## src/rtl/ps2_pkg.sv

```systemverilog
// Shared constants, encodings and the bring-up script ROM for the PS/2 mouse
// init sequencer.
package ps2_pkg;

  localparam logic [7:0] CMD_RESET     = 8'hFF;
  localparam logic [7:0] CMD_EN_STREAM = 8'hF4;
  localparam logic [7:0] RSP_ACK       = 8'hFA;
  localparam logic [7:0] RSP_BAT       = 8'hAA;
  localparam logic [7:0] RSP_ID        = 8'h00;

  localparam int SCRIPT_LEN = 6;

  typedef enum logic {
    KIND_TX = 1'b0,
    KIND_RX = 1'b1
  } step_kind_e;

  typedef enum logic [2:0] {
    ST_SEND    = 3'd0,
    ST_WAIT_TX = 3'd1,
    ST_WAIT_RX = 3'd2,
    ST_DONE    = 3'd3,
    ST_ERR     = 3'd4
  } state_e;

  typedef struct packed {
    step_kind_e kind;
    logic [7:0] data;
  } step_t;

  // Indices past the end read back as step 0 so a stray lookahead is harmless.
  function automatic step_t rom_step(input logic [2:0] idx);
    step_t s;
    case (idx)
      3'd0:    s = step_t'{kind: KIND_TX, data: CMD_RESET};
      3'd1:    s = step_t'{kind: KIND_RX, data: RSP_ACK};
      3'd2:    s = step_t'{kind: KIND_RX, data: RSP_BAT};
      3'd3:    s = step_t'{kind: KIND_RX, data: RSP_ID};
      3'd4:    s = step_t'{kind: KIND_TX, data: CMD_EN_STREAM};
      3'd5:    s = step_t'{kind: KIND_RX, data: RSP_ACK};
      default: s = step_t'{kind: KIND_TX, data: CMD_RESET};
    endcase
    return s;
  endfunction

  function automatic step_kind_e rom_kind(input logic [2:0] idx);
    step_t s;
    s = rom_step(idx);
    return s.kind;
  endfunction

endpackage

```

## src/rtl/ps2_step_timer.sv

```systemverilog
// Per-step watchdog: counts while enabled, flags the last allowed cycle of a step.
module ps2_step_timer #(
  parameter int TIMEOUT_CYC = 50_000_000,
  parameter int TO_W        = 26
) (
  input  logic i_clk,
  input  logic i_reset,
  input  logic i_clr,
  input  logic i_en,
  output logic o_expired
);

  logic [TO_W-1:0] r_cnt;

  always_ff @(posedge i_clk) begin
    if (i_reset || i_clr) begin
      r_cnt <= '0;
    end else if (i_en) begin
      r_cnt <= r_cnt + 1'b1;
    end
  end

  assign o_expired = (r_cnt == TO_W'(TIMEOUT_CYC - 1));

endmodule

```

## src/rtl/ps2_mouse_init_ctrl.sv

```systemverilog
// PS/2 mouse bring-up sequencer: runs the reset/enable script with per-step
// timeouts and whole-script retries, then hands the tx/rx pair to the user.
//
//   state      | meaning
//   ST_SEND    | waiting for ps2_tx idle, then strobes the script byte
//   ST_WAIT_TX | waiting for ps2_tx to finish the byte
//   ST_WAIT_RX | waiting for the expected response byte
//   ST_DONE    | script complete, user port owns ps2_tx
//   ST_ERR     | retries exhausted, sticky until reinit/reset
module ps2_mouse_init_ctrl
  import ps2_pkg::*;
#(
  parameter int TIMEOUT_CYC = 50_000_000,
  parameter int TO_W        = 26,
  parameter int MAX_RETRY   = 3
) (
  input  logic       clk,
  input  logic       reset,
  input  logic       reinit,
  input  logic       tx_idle,
  input  logic       tx_done_tick,
  output logic       wr_ps2,
  output logic [7:0] tx_din,
  input  logic       rx_done_tick,
  input  logic [7:0] rx_dout,
  input  logic       user_wr,
  input  logic [7:0] user_din,
  output logic       user_rdy,
  output logic       user_rx_tick,
  output logic [7:0] user_rx_data,
  output logic       init_done,
  output logic       init_err,
  output logic [1:0] retry_cnt
);

  state_e     r_state;
  logic [2:0] r_step;
  logic [1:0] r_retry;
  logic       r_wr;
  logic [7:0] r_tx_byte;

  step_t      w_cur;
  step_kind_e w_nxt_kind;
  logic       w_active, w_expired, w_send, w_tx_ok, w_rx_hit, w_rx_ok;
  logic       w_adv, w_fail, w_reinit, w_clr, w_done;

  assign w_cur      = rom_step(r_step);
  assign w_nxt_kind = rom_kind(r_step + 3'd1);

  assign w_active = (r_state == ST_SEND) || (r_state == ST_WAIT_TX) || (r_state == ST_WAIT_RX);
  assign w_send   = (r_state == ST_SEND) && tx_idle && (w_cur.kind == KIND_TX);
  assign w_tx_ok  = (r_state == ST_WAIT_TX) && tx_done_tick;
  assign w_rx_hit = (r_state == ST_WAIT_RX) && rx_done_tick;
  assign w_rx_ok  = w_rx_hit && (rx_dout == w_cur.data);
  assign w_adv    = w_tx_ok || w_rx_ok;
  // A completing event in the expiry cycle takes precedence over the timeout.
  assign w_fail   = (w_rx_hit && !w_rx_ok) ||
                    (w_expired && w_active && !w_send && !w_tx_ok && !w_rx_hit);
  assign w_reinit = reinit && ((r_state == ST_DONE) || (r_state == ST_ERR));
  assign w_clr    = w_send || w_adv || w_fail || w_reinit;

  ps2_step_timer #(
    .TIMEOUT_CYC(TIMEOUT_CYC),
    .TO_W       (TO_W)
  ) u_timer (
    .i_clk    (clk),
    .i_reset  (reset),
    .i_clr    (w_clr),
    .i_en     (w_active),
    .o_expired(w_expired)
  );

  always_ff @(posedge clk) begin
    if (reset) begin
      r_state   <= ST_SEND;
      r_step    <= '0;
      r_retry   <= '0;
      r_wr      <= 1'b0;
      r_tx_byte <= '0;
    end else begin
      r_wr <= 1'b0;
      if (w_reinit) begin
        r_step  <= '0;
        r_retry <= '0;
        r_state <= ST_SEND;
      end else if (w_send) begin
        r_wr      <= 1'b1;
        r_tx_byte <= w_cur.data;
        r_state   <= ST_WAIT_TX;
      end else if (w_adv) begin
        if (r_step == 3'(SCRIPT_LEN - 1)) begin
          r_state <= ST_DONE;
        end else begin
          r_step  <= r_step + 3'd1;
          r_state <= (w_nxt_kind == KIND_TX) ? ST_SEND : ST_WAIT_RX;
        end
      end else if (w_fail) begin
        if (r_retry < 2'(MAX_RETRY)) begin
          r_retry <= r_retry + 2'd1;
          r_step  <= '0;
          r_state <= ST_SEND;
        end else begin
          r_state <= ST_ERR;
        end
      end
    end
  end

  assign w_done = (r_state == ST_DONE);

  // Once initialised the user path is combinational so a request is seen the same cycle.
  assign wr_ps2       = w_done ? (user_wr && tx_idle) : r_wr;
  assign tx_din       = w_done ? user_din : r_tx_byte;
  assign user_rdy     = w_done && tx_idle;
  assign user_rx_tick = w_done && rx_done_tick;
  assign user_rx_data = rx_dout;
  assign init_done    = w_done;
  assign init_err     = (r_state == ST_ERR);
  assign retry_cnt    = r_retry;

endmodule
```

## config.mk

```make
export PLATFORM = sky130hd
export DESIGN_NAME = ps2_mouse_init_ctrl
export DESIGN_NICKNAME = d
export VERILOG_FILES = /design/src/rtl/ps2_pkg.sv /design/src/rtl/ps2_step_timer.sv /design/src/rtl/ps2_mouse_init_ctrl.sv
export SDC_FILE = /design/constraint.sdc
export NUM_CORES = 1
export LEC_CHECK = 0
export ABC_AREA = 0
export CORE_MARGIN = 3
export CORE_UTILIZATION = 46
export CTS_CLUSTER_SIZE = 20
export DETAILED_ROUTE_END_ITERATION = 16
export PLACE_DENSITY = 0.83
export SLEW_MARGIN = 15
export SYNTH_ARGS = -nofsm -noshare
export SYNTH_HDL_FRONTEND = slang
export SYNTH_SLANG_ARGS = --single-unit
```

## constraint.sdc

```tcl
create_clock -name clk -period 3 [get_ports clk]
set_clock_uncertainty 0.2 [all_clocks]
set_input_delay 0.45 -clock clk [delete_from_list [all_inputs] [get_ports clk]]
set_output_delay 0.45 -clock clk [all_outputs]
set_load 0.02 [all_outputs]
```

# == Word-level counts from Yosys, hierarchy flattened ==
# Index checks and enable logic that the tools add are counted.
# Widths: inputs -> output; s select.
# op_classes
n_addsub,3
multipliers,0
div,0
order_cmp,1
n_eq_ne,17
shift,0
mux,15
bitwise,4
n_reduce_logical,38
# op_table
operator,n
$pmux 9 s4,2
$add 26x1->26 const B,1
$eq 26x26->1 const B,1
$mux 3,7
$eq 3x2->1 const B,6
$eq 3x3->1 const B,5
$logic_and 1x1->1,14
$eq 3x1->1 const B,3
$logic_or 1x1->1,9
$eq 8x8->1,1
$mux 8,1
$reduce_and 4->1,2
$reduce_or 2->1,3
$logic_not 1->1,4
$mux 2,2
$not 1->1,4
$reduce_bool 2->1,2
$add 3x1->3 const B,1
$logic_not 3->1,1
$mux 1,3
$reduce_bool 3->1,1
$reduce_or 3->1,1
$add 2x1->2 const B,1
$lt 2x2->1 const B,1
other kinds (2),2
# word_totals
regBits,43
latch_bits,0
mem_bits_rw,0
romBits,0
inputBits,23
out_inout_bits,23
elab_cells,85
mem_count,0

# == Depth between registers and ports, before layout ==
# Gate-level depths: netlist of the first run.
# depth
word_depth,13
depth_mapped,11

# == Hierarchy ==
# Synthesis of the first run repeated with hierarchy kept, for this count alone.
# unflattened
cells_unflattened,301
area_unflattened_um2,2432.3
# modules_own_cells
module,instances,cells_per_inst,area_each_um2,seq_area_each_um2
ps2_step_timer,1,147,1298.7,520.5
ps2_mouse_init_ctrl,1,154,1133.6,280.3

# == Least setup slack after synthesis of the first run ==
# OpenSTA, ideal clock, no wires.
# synth_timing
path_type,register to register
start,register r_step[0]
end,register r_step[2]
setup_ns,0.092
t_arrival_ns,2.480
required_time_ns,2.708
path_slack_ns,0.228
stages_incl_launch_ff,10
path_cell_list,dfxtp_1 ha_1 ha_1 buf_4 or2_2 a311oi_1 o22ai_1 o31a_1 or3_1 o32ai_1
# synth_via
elab_chain_len,12
elab_cells_between_ends,27
classes_between,add/sub: 1; eq/ne: 7; mux: 3; bitwise: 2; reduce/logical: 14
# synth_lines
element,line_no,source
"start, declared",ps2_mouse_init_ctrl.sv:37,logic [2:0] r_step;
"start signal, assigned",ps2_mouse_init_ctrl.sv:94,r_step <= r_step + 3'd1;
branches (longest 12 deep; another with $pmux 9 s4),-,
# Several ways; the timed one is not identified. The select of a mux whose other input is x is not followed.
# A chain may end at the register's enable or synchronous reset.

# == Final worst setup path of the first run ==
# Ends and elaborated chain as after synthesis.

==> results of run 1 <==
[report_power, final]
| part | leakage (uW) | switching (uW) | internal, uW | total (uW) |
|---|---|---|---|---|
| Combinational | 0.000697 | 134 | 127 | 262 |
| Sequential | 0.000325 | 15.0 | 551 | 566 |
| Clock | 0.0000434 | 187 | 186 | 373 |
[worst max-delay path, cell delays in order, from the launching register on]
cell and delay (ps):
dfxtp_1 390, inv_1 100, ha_1 260, mux2_2 330, or4_1 400, o211ai_1 210
nor4_1 110, buf_4 160, or3_1 350, o32ai_1 250
[through the flow]
step           hold WS, ps  std cells
2_1_floorplan          240        280
3_3_place_gp           250        382
3_5_place_dp           271        382
4_1_cts                290        390
5_1_grt                324        390
6_report               285        390
[routing by layer]
metal	track usage, %	vias up
met4	4.71	0
met2	28.3	58
met1	22.2	947
met3	5.32	7
met5	0	-
li1	-	1058
[area by class of cell]
cell class	instances	area [um2]	area share [%]
clock buffers	6	82.6	2.86
clock inverters	2	15.0	0.520
inverters	8	30.0	1.04
multi-input cells	215	1340	46.6
flip-flops and latches	40	802	27.8
well taps	65	81.3	2.82
repair buffers	54	531	18.4
[state kept, by name, summed over array words and instances (netlist names)]
register / flops
u_timer.r_cnt: 26
r_wr: 1
r_tx_byte: 5
r_state: 3
retry_cnt: 2
r_step: 3
[logic make-up (layout without fill, tap and decap cells)]
logic type | count (synthesis) | count (layout) | share of synthesized area, %
flip-flops | 40 | 40 | 35.3
multiplexers | 2 | 2 | 0.939
AND/OR/NAND/NOR | 146 | 146 | 33.0
buffers and inverters | 25 | 70 | 5.80
adder cells (fa/ha/maj) | 7 | 7 | 3.87
XOR/XNOR | 25 | 25 | 9.66
AO/OA/AOI/OAI | 35 | 35 | 11.4
[how the worst min path moves through the flow]
stage	from	endpoint	slack (ps)	cells past startpoint
final	r_tx_byte[2]$_SDFFE_PP0P_	r_tx_byte[2]$_SDFFE_PP0P_	280	2
after global routing	r_tx_byte[5]$_SDFFE_PP0P_	r_tx_byte[5]$_SDFFE_PP0P_	320	2
after CTS	r_tx_byte[2]$_SDFFE_PP0P_	r_tx_byte[2]$_SDFFE_PP0P_	290	2
after detailed placement	r_tx_byte[2]$_SDFFE_PP0P_	r_tx_byte[2]$_SDFFE_PP0P_	270	2
after global placement	r_tx_byte[2]$_SDFFE_PP0P_	r_tx_byte[2]$_SDFFE_PP0P_	250	2
after floorplan	r_tx_byte[2]$_SDFFE_PP0P_	r_tx_byte[2]$_SDFFE_PP0P_	240	2
[layout by cell type, fill, tap and decap left out, types with 4 or more instances in the layout]
cell type and count:
nand2b_1 4, clkbuf_8 6, and3_1 4, clkdlybuf4s50_1 45
buf_4 8, nand3_1 11, xor2_1 18, o21ai_0 6
xnor2_1 7, dfxtp_1 39, inv_1 8, nor3_1 6
or3_1 4, ha_1 6, nand4_1 9, nand2_1 40
nor4_1 5, nor2_1 42
[timing repair]
| action | 4_1_cts | 5_1_grt |
|---|---|---|
| hold buffers | 0 | 0 |
| gates cloned | 0 | 0 |
| endpoints found under the setup margin | 1 | 3 |
| pin swaps | 0 | 0 |
| resized for setup | 1 | 4 |
==> metrics.md, run 1 <==
| Metric | Value |
|---|---|
| Final RePlAce weighted congestion | slightly below 0.9 |
| Unique masters post-synth | 52 |
| Met3 wire len | approximately 330 um |
| Synth Area per Inst | approximately 8 um2 |
| WP data required | 2990 ps |
| Synth top area share | approximately 35% |
| Die W | around 76 um |
| Power, Total | 1200 uW |
| Clock tree buffer depth | 2 |
| Synthesized cell area | approximately 2300 um2 |
| CTS clk-pin slew, worst paths | roughly 70 ps |
| Grt ovf | 0 |
| Worst-margin pin slew | 627 ps |
| Post-synthesis sequential area ratio | 35.3% |
| Final wirelength | 4.98 mm |
| Vias in the first global route | 1,871 |
| Reg2reg start | r_step[0]$_SDFFE_PP0P_ |
| CP Class | flop to flop |
| Power per Cell Area | approximately 420 nW/um2 |
| Final number of hold-violating endpoints | 0 |
| Mapped Nets | 310 |
| Post-synth EDFFs | 0 |
| CTS tree | done |
| DR iter-0 viols | 101 |
| Detail Route Antenna Nets | 0 |
| CORE AREA | between 4000 and 5000 um2 |
| Die area | 5800 um2 |
| Post-Synthesis Cells | 280 |
| Yosys warnings | 0 |
| CTS H-tree depth | 2 |
| Syn-to-layout area delta | 27.3% |
| Pre-CTS WS | around 17 ps |
| Die height | 76.2 um |
| Endpoints failing setup | 0 |
| Share of cells above drive strength 1 | between 10% and 20% |
| Final core occ | 63.2% |
| Setup crit end | r_step[2]$_SDFFE_PP0P_ |
| Period utilisation layout | a little over nine tenths |
| Synth top area cells | dfxtp_1 (35%), nor2_1 (7.0%), xor2_1 (7.0%) |
| Ys async rst share | 0% |
| Final Cell Area | about 2900 um2 |
| Slew Viols, Final | 0 |
| Met2 WL | 2.27 mm |
| Filler cell count | between 300 and 400 |
| CP Max Fanout | 6 |
| Post-CTS setup buffer count | 0 |
| Metal1 wirelength | 2.34 mm |
| First-pass GRT wire length | about 8.4 mm |
| TritonCTS Sinks | 40 |
| Commonest cells post-synth | nor2_1 (42), dfxtp_1 (40), nand2_1 (40), xor2_1 (18), nand3_1 (11) |
| Flops & latches, synth | 40 |
| Total iterations of the first detailed-routing run | 4 |
| Startpoint Class | flop |
| Largest net degree at the start of global routing | 27 |
| R2R depth | 9 |
| Cell Area, Placed | between 2000 and 3000 um2 |
| Initial antenna violation count | 0 |
| CP Capture Type | flop |
| Vias per cell | between 5 and 6 |
| I/O pin count | 46 |
| RSZ-0062 raised after global routing | no |
| Critical path data arrival time | about 2900 ps |
| Num CTS Buffers | 5 |
| R2R Setup Slk | about 130 ps |
| Final worst slack | ~130 ps |
| Clock latency on the worst-skew pair | 290 ps |
| Maximum VDD drop | 0.293 mV |
| Placement row count | 24 |
| Fmax achieved | about 0.35 GHz |
| Max Cap Viol | 0 |
| Initial Util | around half |
| Clock root cell | clkbuf_8 |
| Slew Limit Headroom | roughly three fifths |
| Most frequent cell after synthesis | nor2_1 |
| DRC viols | 0 |
| R2r endpoint | r_step[2]$_SDFFE_PP0P_ |
| Leak pwr | 0.00107 uW |
| Top sig layer | met4 |
| Drt wl/cell | between 10 and 15 um |
| Port bufs | 45 |
| Status | finished, final reports clean |
| Setup TNS | 0 ps |
| Final HPWL DP | about 3.8 mm |
| Largest area contributor in the netlist | dfxtp_1 |
| Routed vias | roughly 2.1k |
| # diodes | 0 |
| CP startpoint | r_step[0]$_SDFFE_PP0P_ |
| Worst hold-check path type | flop to flop |
| Post-layout nets | roughly 350 |
| Ys flop type | dfxtp_1 |
| Final Critical Period | 2870 ps |
| GRT Overall Usage | around 17% |
No activity file was read; power rests on OpenSTA's default activity.
==> run 2, diff against run 1 <==
--- a/config.mk
+++ b/config.mk
@@ -11,6 +11,7 @@
 export CTS_CLUSTER_SIZE = 20
 export DETAILED_ROUTE_END_ITERATION = 16
 export PLACE_DENSITY = 0.83
+export SETUP_SLACK_MARGIN = 0.15
 export SLEW_MARGIN = 15
 export SYNTH_ARGS = -nofsm -noshare
 export SYNTH_HDL_FRONTEND = slang
==> run 2 against run 1 <==
Sequential cell count is the same. Critical path depth shrank 1. Clock power is essentially flat. Count of clock-buffer cells in the layout is the same. Sequential share of layout area shrank 0.69 points. Critical path type is now input pin to flop. Largest cell class unchanged. Register-to-register slack gained 100 ps. Critical endpoint is now u_timer.r_cnt[11]$_SDFFE_PP0N_.
==> metrics.md, run 2 (synthesis results as in run 1) <==
| Metric | Value |
|---|---|
| CP Max Fanout | 13 (was 6) |
| CP Class | input pin to flop (was flop to flop) |
| First-pass GRT wire length | 8.39 mm (was 8.38 mm) |
| CTS H-tree depth | 2 (unchanged) |
| Grt ovf | 0 (unchanged) |
| Biggest regs | u_timer.r_cnt x26, r_tx_byte x5 (unchanged) |
| CORE AREA | 4560 um2 (unchanged) |
| Vias per cell | 5.35 (was 5.31) |
| Initial Util | 49.6% (unchanged) |
| CP Cell Sequence | clkdlybuf4s50_1 > or4b_2 > nor3_4 > nor4_4 > nor2_1 > nand4_4 > clkbuf_16 > nor2_1 (was inv_1 > ha_1 > mux2_2 > or4_1 > o211ai_1 > nor4_1 > buf_4 > or3_1 > o32ai_1) |
| Share of cells above drive strength 1 | 12.2% (was 10.2%) |
| RSZ-0062 raised after global routing | yes (was no) |
| Routed vias | 2,097 (was 2,070) |
| Largest register FFs | 26 (unchanged) |
| WP data required | 3030 ps (was 2990 ps) |
| Fmax achieved | 0.360 GHz (was 0.348 GHz) |
| Largest net degree at the start of global routing | 27 (unchanged) |
| Status | finished, final reports clean (unchanged) |
| Die W | 76.2 um (unchanged) |
| Slew Limit Headroom | 53.9% (was 58.0%) |
| Most frequent cells in the layout | clkdlybuf4s50_1 (45), nor2_1 (42), nand2_1 (40) (unchanged) |
| Die area | 5800 um2 (unchanged) |
| Leak pwr | 0.00109 uW (was 0.00107 uW) |
| Total iterations of the first detailed-routing run | 4 (unchanged) |
| Final wirelength | 5.30 mm (was 4.98 mm) |
| Endpoints failing setup | 0 (unchanged) |
| Port bufs | 45 (unchanged) |
| Largest reg by FF count | u_timer.r_cnt (unchanged) |
| Cell Area, Placed | 2780 um2 (unchanged) |
| Critical Path Slowest Stage Cell | or4b_2 (was or4_1) |
| DRC viols | 0 (unchanged) |
| Power, Total | 1230 uW (was 1200 uW) |
| I/O pin count | 46 (unchanged) |
| GRT Overall Usage | 17.3% (about the same) |
| Power per Cell Area | 413 nW/um2 (was 416 nW/um2) |
| Commonest non-fill, non-tap cell in the layout | clkdlybuf4s50_1 (unchanged) |
| Final HPWL DP | 3.75 mm (unchanged) |
| Detail Route Antenna Nets | 0 (unchanged) |
| Syn-to-layout area delta | 31.2% (was 27.3%) |
| R2R Setup Slk | 230 ps (was 130 ps) |
| CTS clk-pin slew, worst paths | 80 ps (was 70 ps) |
| CP most frequent cell | nor2_1 |
| Final number of hold-violating endpoints | 0 (unchanged) |
| Worst hold-check path type | flop to flop (unchanged) |
| Clock root cell | clkbuf_8 (unchanged) |
| TritonCTS Sinks | 40 (unchanged) |
| Num CTS Buffers | 5 (unchanged) |
| Final Cell Area | 2970 um2 (was 2890 um2) |
| Period utilisation layout | 92.6% (was 95.7%) |
| Maximum VDD drop | 0.293 mV (about the same) |
| DR iter-0 viols | 92 (was 101) |
| Die height | 76.2 um (unchanged) |
| CTS tree | done (unchanged) |
| Initial antenna violation count | 0 (unchanged) |
| Critical path data arrival time | 2810 ps (was 2870 ps) |
| Number of buffers and inverters on the critical path | 2 (unchanged) |
| Startpoint Class | input pin (was flop) |
| Final Critical Period | 2780 ps (was 2870 ps) |
| CP top delay family | simple AND/OR/NAND/NOR gates (unchanged) |
| Max Cap Viol | 0 (unchanged) |
| CP Capture Type | flop (unchanged) |
| # diodes | 0 (unchanged) |
| Worst-margin pin slew | 690 ps (was 627 ps) |
| Vias in the first global route | 1,874 (was 1,871) |
| Final RePlAce weighted congestion | 0.888 (unchanged) |
| Post-layout nets | 356 (was 354) |
| Clock latency on the worst-skew pair | 290 ps (about the same) |
| Clock tree buffer depth | 2 (unchanged) |
| Post-CTS setup buffer count | 0 (unchanged) |
| Slew Viols, Final | 0 (unchanged) |
| Drt wl/cell | 13.5 um (was 12.8 um) |
| Max incr delay on CP | 680 ps (was 400 ps) |
| Placement row count | 24 (unchanged) |
| Setup TNS | 0 ps (unchanged) |
run 2: routing by layer:
metal	wire [um]	GRT usage (%)
met5	0	0
met1	2460	22.2
met3	351	5.32
met4	45	4.71
met2	2440	28.3
run 2: timing repair:
| item | in CTS | in global routing |
|---|---|---|
| setup endpoints to repair | 3 | 33 |
| hold buffers | 0 | 0 |
| gates cloned | 0 | 2 |
| pin swaps | 0 | 1 |
| resized for setup | 3 | 10 |
run 2: layout make-up:
| type | instances | area (um2) |
|---|---|---|
| tap | 65 | 81.3 |
| timing repair buffer | 56 | 581 |
| sequential | 40 | 806 |
| fill | 380 | 1590 |
| multi-input combinational | 215 | 1380 |
| clock inverter | 2 | 15.0 |
| clock buffer | 6 | 82.6 |
| inverter | 8 | 30.0 |
run 2: report_power, final:
group / internal (uW) / switching, uW / total, uW / leakage [uW]
registers: 550 / 15.2 / 565 / 0.000326
clock network: 186 / 186 / 372 / 0.0000434
logic: 145 / 145 / 290 / 0.000725
total: 881 / 346 / 1230 / 0.00109
run 2: worst register-to-register path: stages (launching register included):
cell	delay [ps]
dfxtp_4	370
ha_1	220
ha_4	190
buf_4	140
or4_1	510
o211ai_1	200
nor4_1	110
buf_4	160
or3_1	360
o32ai_2	220
run 2: final timing paths:
check | startpoint | to | depth (start not counted)
min | r_tx_byte[2]$_SDFFE_PP0P_ | r_tx_byte[2]$_SDFFE_PP0P_ | 2
max | tx_idle | u_timer.r_cnt[11]$_SDFFE_PP0N_ | 8
min reg2reg | r_tx_byte[2]$_SDFFE_PP0P_ | r_tx_byte[2]$_SDFFE_PP0P_ | 2
max reg2reg | r_step[1]$_SDFFE_PP0P_ | r_step[2]$_SDFFE_PP0P_ | 9
run 2: metrics by stage:
step                hold WS [ps]  setup slack, ps  instances  utilization, %
CTS                          290              152        390            63.1
global placement             250             88.3        382            60.8
global route                 307              129        392            65.1
finish                       285              221        392            65.1
floorplan                    240              228        280               -
detailed placement           271             17.0        382            60.8
==> run 3, diff against run 2 <==
--- a/config.mk
+++ b/config.mk
@@ -6,12 +6,16 @@
 export NUM_CORES = 1
 export LEC_CHECK = 0
 export ABC_AREA = 0
+export CELL_PAD_IN_SITES_DETAIL_PLACEMENT = 0
+export CELL_PAD_IN_SITES_GLOBAL_PLACEMENT = 1
 export CORE_MARGIN = 3
-export CORE_UTILIZATION = 46
+export CORE_UTILIZATION = 34
 export CTS_CLUSTER_SIZE = 20
 export DETAILED_ROUTE_END_ITERATION = 16
+export GPL_TIMING_DRIVEN = 0
 export PLACE_DENSITY = 0.83
 export SETUP_SLACK_MARGIN = 0.15
+export SKIP_LAST_GASP = 1
 export SLEW_MARGIN = 15
 export SYNTH_ARGS = -nofsm -noshare
 export SYNTH_HDL_FRONTEND = slang
==> run 3 against run 2 <==
Non-clock buffer count grew 19. Design area grew 8.2%. Fmax shrank 1.1%. Count of clock-buffer cells in the layout is the same. Routed wire length grew 4.3%. Critical endpoint is now u_timer.r_cnt[4]$_SDFFE_PP0N_. Largest cell class unchanged.
==> metrics.md, run 3 (synthesis results as in run 1) <==
| Metric | Value |
|---|---|
| Commonest non-fill, non-tap cell in the layout | clkdlybuf4s50_1 (unchanged) |
| Final core occ | 50.4% (was 65.1%) |
| CP Cell Sequence | clkdlybuf4s50_1 > or4b_2 > or3_1 > clkbuf_1 > nand4_4 > clkbuf_4 > nor2_1 (was clkdlybuf4s50_1 > or4b_2 > nor3_4 > nor4_4 > nor2_1 > nand4_4 > clkbuf_16 > nor2_1) |
| Final wirelength | 5.53 mm (was 5.30 mm) |
| Grt ovf | 0 (unchanged) |
| Max incr delay on CP | 700 ps (was 680 ps) |
| Worst Hold Depth | 2 (unchanged) |
| DRC viols | 0 (unchanged) |
| Clock root cell | clkbuf_8 (unchanged) |
| Leak pwr | 0.00121 uW (was 0.00109 uW) |
| Final worst slack | 190 ps (was 221 ps) |
| Final HPWL DP | 3.88 mm (was 3.75 mm) |
| Power per Cell Area | 384 nW/um2 (was 413 nW/um2) |
| Final Cell Area | 3220 um2 (was 2970 um2) |
| Startpoint Class | input pin (unchanged) |
| Routed vias | 2,118 (was 2,097) |
| CORE AREA | 6390 um2 (was 4560 um2) |
| TritonCTS Sinks | 40 (unchanged) |
| Critical Path Slowest Stage Cell | or4b_2 (unchanged) |
| Slew Limit Headroom | 53.9% (about the same) |
| Clock tree buffer depth | 2 (unchanged) |
| Die W | 87.6 um (was 76.2 um) |
| Initial antenna violation count | 0 (unchanged) |
| Final Critical Period | 2810 ps (was 2780 ps) |
| Placement row count | 29 (was 24) |
| Syn-to-layout area delta | 41.9% (was 31.2%) |
| Biggest regs | u_timer.r_cnt x26, r_tx_byte x5 (unchanged) |
| Largest register FFs | 26 (unchanged) |
| Largest net degree at the start of global routing | 13 (was 27) |
| Setup TNS | 0 ps (unchanged) |
| Final number of hold-violating endpoints | 0 (unchanged) |
| Max Cap Viol | 0 (unchanged) |
| Filler cell count | 607 (was 380) |
| # diodes | 0 (unchanged) |
| RSZ-0062 raised after global routing | no (was yes) |
| CTS clk-pin slew, worst paths | 70 ps (was 80 ps) |
| R2R depth | 9 (unchanged) |
| Most frequent cells in the layout | clkdlybuf4s50_1 (43), nor2_1 (42), nand2_1 (40) (was clkdlybuf4s50_1 (45), nor2_1 (42), nand2_1 (40)) |
| Drt wl/cell | 13.1 um (was 13.5 um) |
| Worst hold-check path type | flop to flop (unchanged) |
| CP Max Fanout | 10 (was 13) |
| Die area | 7680 um2 (was 5800 um2) |
| Initial Util | 35.5% (was 49.6%) |
| Slew Viols, Final | 0 (unchanged) |
| Clock latency on the worst-skew pair | 300 ps (was 290 ps) |
| Power, Total | 1230 uW (about the same) |
| Total iterations of the first detailed-routing run | 4 (unchanged) |
| CP Class | input pin to flop (unchanged) |
| Period utilisation layout | 93.7% (was 92.6%) |
| Post-layout nets | 375 (was 356) |
| CP Capture Type | flop (unchanged) |
| Share of cells above drive strength 1 | 21.1% (was 12.2%) |
| Largest reg by FF count | u_timer.r_cnt (unchanged) |
| DR iter-0 viols | 113 (was 92) |
| Worst-margin pin slew | 690 ps (about the same) |
| Port bufs | 44 (was 45) |
| Status | finished, final reports clean (unchanged) |
| Die height | 87.6 um (was 76.2 um) |
| Num CTS Buffers | 5 (unchanged) |
| GRT Overall Usage | 13.7% (was 17.3%) |
| Vias in the first global route | 1,813 (was 1,874) |
| CTS Hold Buffers Added | 0 (unchanged) |
| First-pass GRT wire length | 8.51 mm (was 8.39 mm) |
| Pre-CTS WS | -286 ps (was 17.0 ps) |
| Final RePlAce weighted congestion | 0.763 (was 0.888) |
| CTS tree | done (unchanged) |
| Cell Area, Placed | 2800 um2 (was 2780 um2) |
| Fmax achieved | 0.356 GHz (was 0.360 GHz) |
| WP data required | 2980 ps (was 3030 ps) |
| Vias per cell | 5.01 (was 5.35) |
| CTS H-tree depth | 2 (unchanged) |
| Detail Route Antenna Nets | 0 (unchanged) |
| Critical path data arrival time | 2790 ps (was 2810 ps) |
| Endpoints failing setup | 0 (unchanged) |
| I/O pin count | 46 (unchanged) |
| Maximum VDD drop | 0.242 mV (was 0.293 mV) |
run 3: final timing paths:
check                                          startpoint                            end  slack, ps
worst max register to register     r_step[1]$_SDFFE_PP0P_         r_step[2]$_SDFFE_PP0P_        220
worst min register to register  r_tx_byte[2]$_SDFFE_PP0P_      r_tx_byte[2]$_SDFFE_PP0P_        270
worst min-delay path            r_tx_byte[2]$_SDFFE_PP0P_      r_tx_byte[2]$_SDFFE_PP0P_        270
worst max-delay path                              tx_idle  u_timer.r_cnt[4]$_SDFFE_PP0N_        190
run 3: repair_timing:
action | in CTS | in global routing
pin swaps | 3 | 11
setup endpoints to repair | 34 | 40
resized for setup | 6 | 50
setup buffers | 2 | 12
cloned | 0 | 0
run 3: metrics by stage:
step	cells	hold slack, ps
6_report	423	271
5_1_grt	423	301
4_1_cts	411	276
3_5_place_dp	401	260
3_3_place_gp	401	251
2_1_floorplan	280	240
run 3: worst max-delay path: cells and delay by family:
family,cells,cell delay (ps)
buffers and inverters,3,990
and+or+nand+nor,4,1350
run 3: report_power, final:
part,switching [uW],internal [uW]
registers,17.8,550
clock network,186,184
logic,152,145
run 3: final cells by class:
cell class,count,area (um2),share of cell area (%)
multi-input combinational,215,1510,46.9
sequential,40,811,25.2
timing repair buffer,58,548,17.0
buffer,17,125,3.89
tap,77,96.3,3.00
clock buffer,6,82.6,2.57
inverter,8,35.0,1.09
clock inverter,2,10.0,0.311
run 3: per-layer routing:
layer / track usage, % / routed length [um]
met1: 19.8 / 2760
met4: 3.77 / 68
met5: 0 / 0
met2: 19.9 / 2440
met3: 3.86 / 252
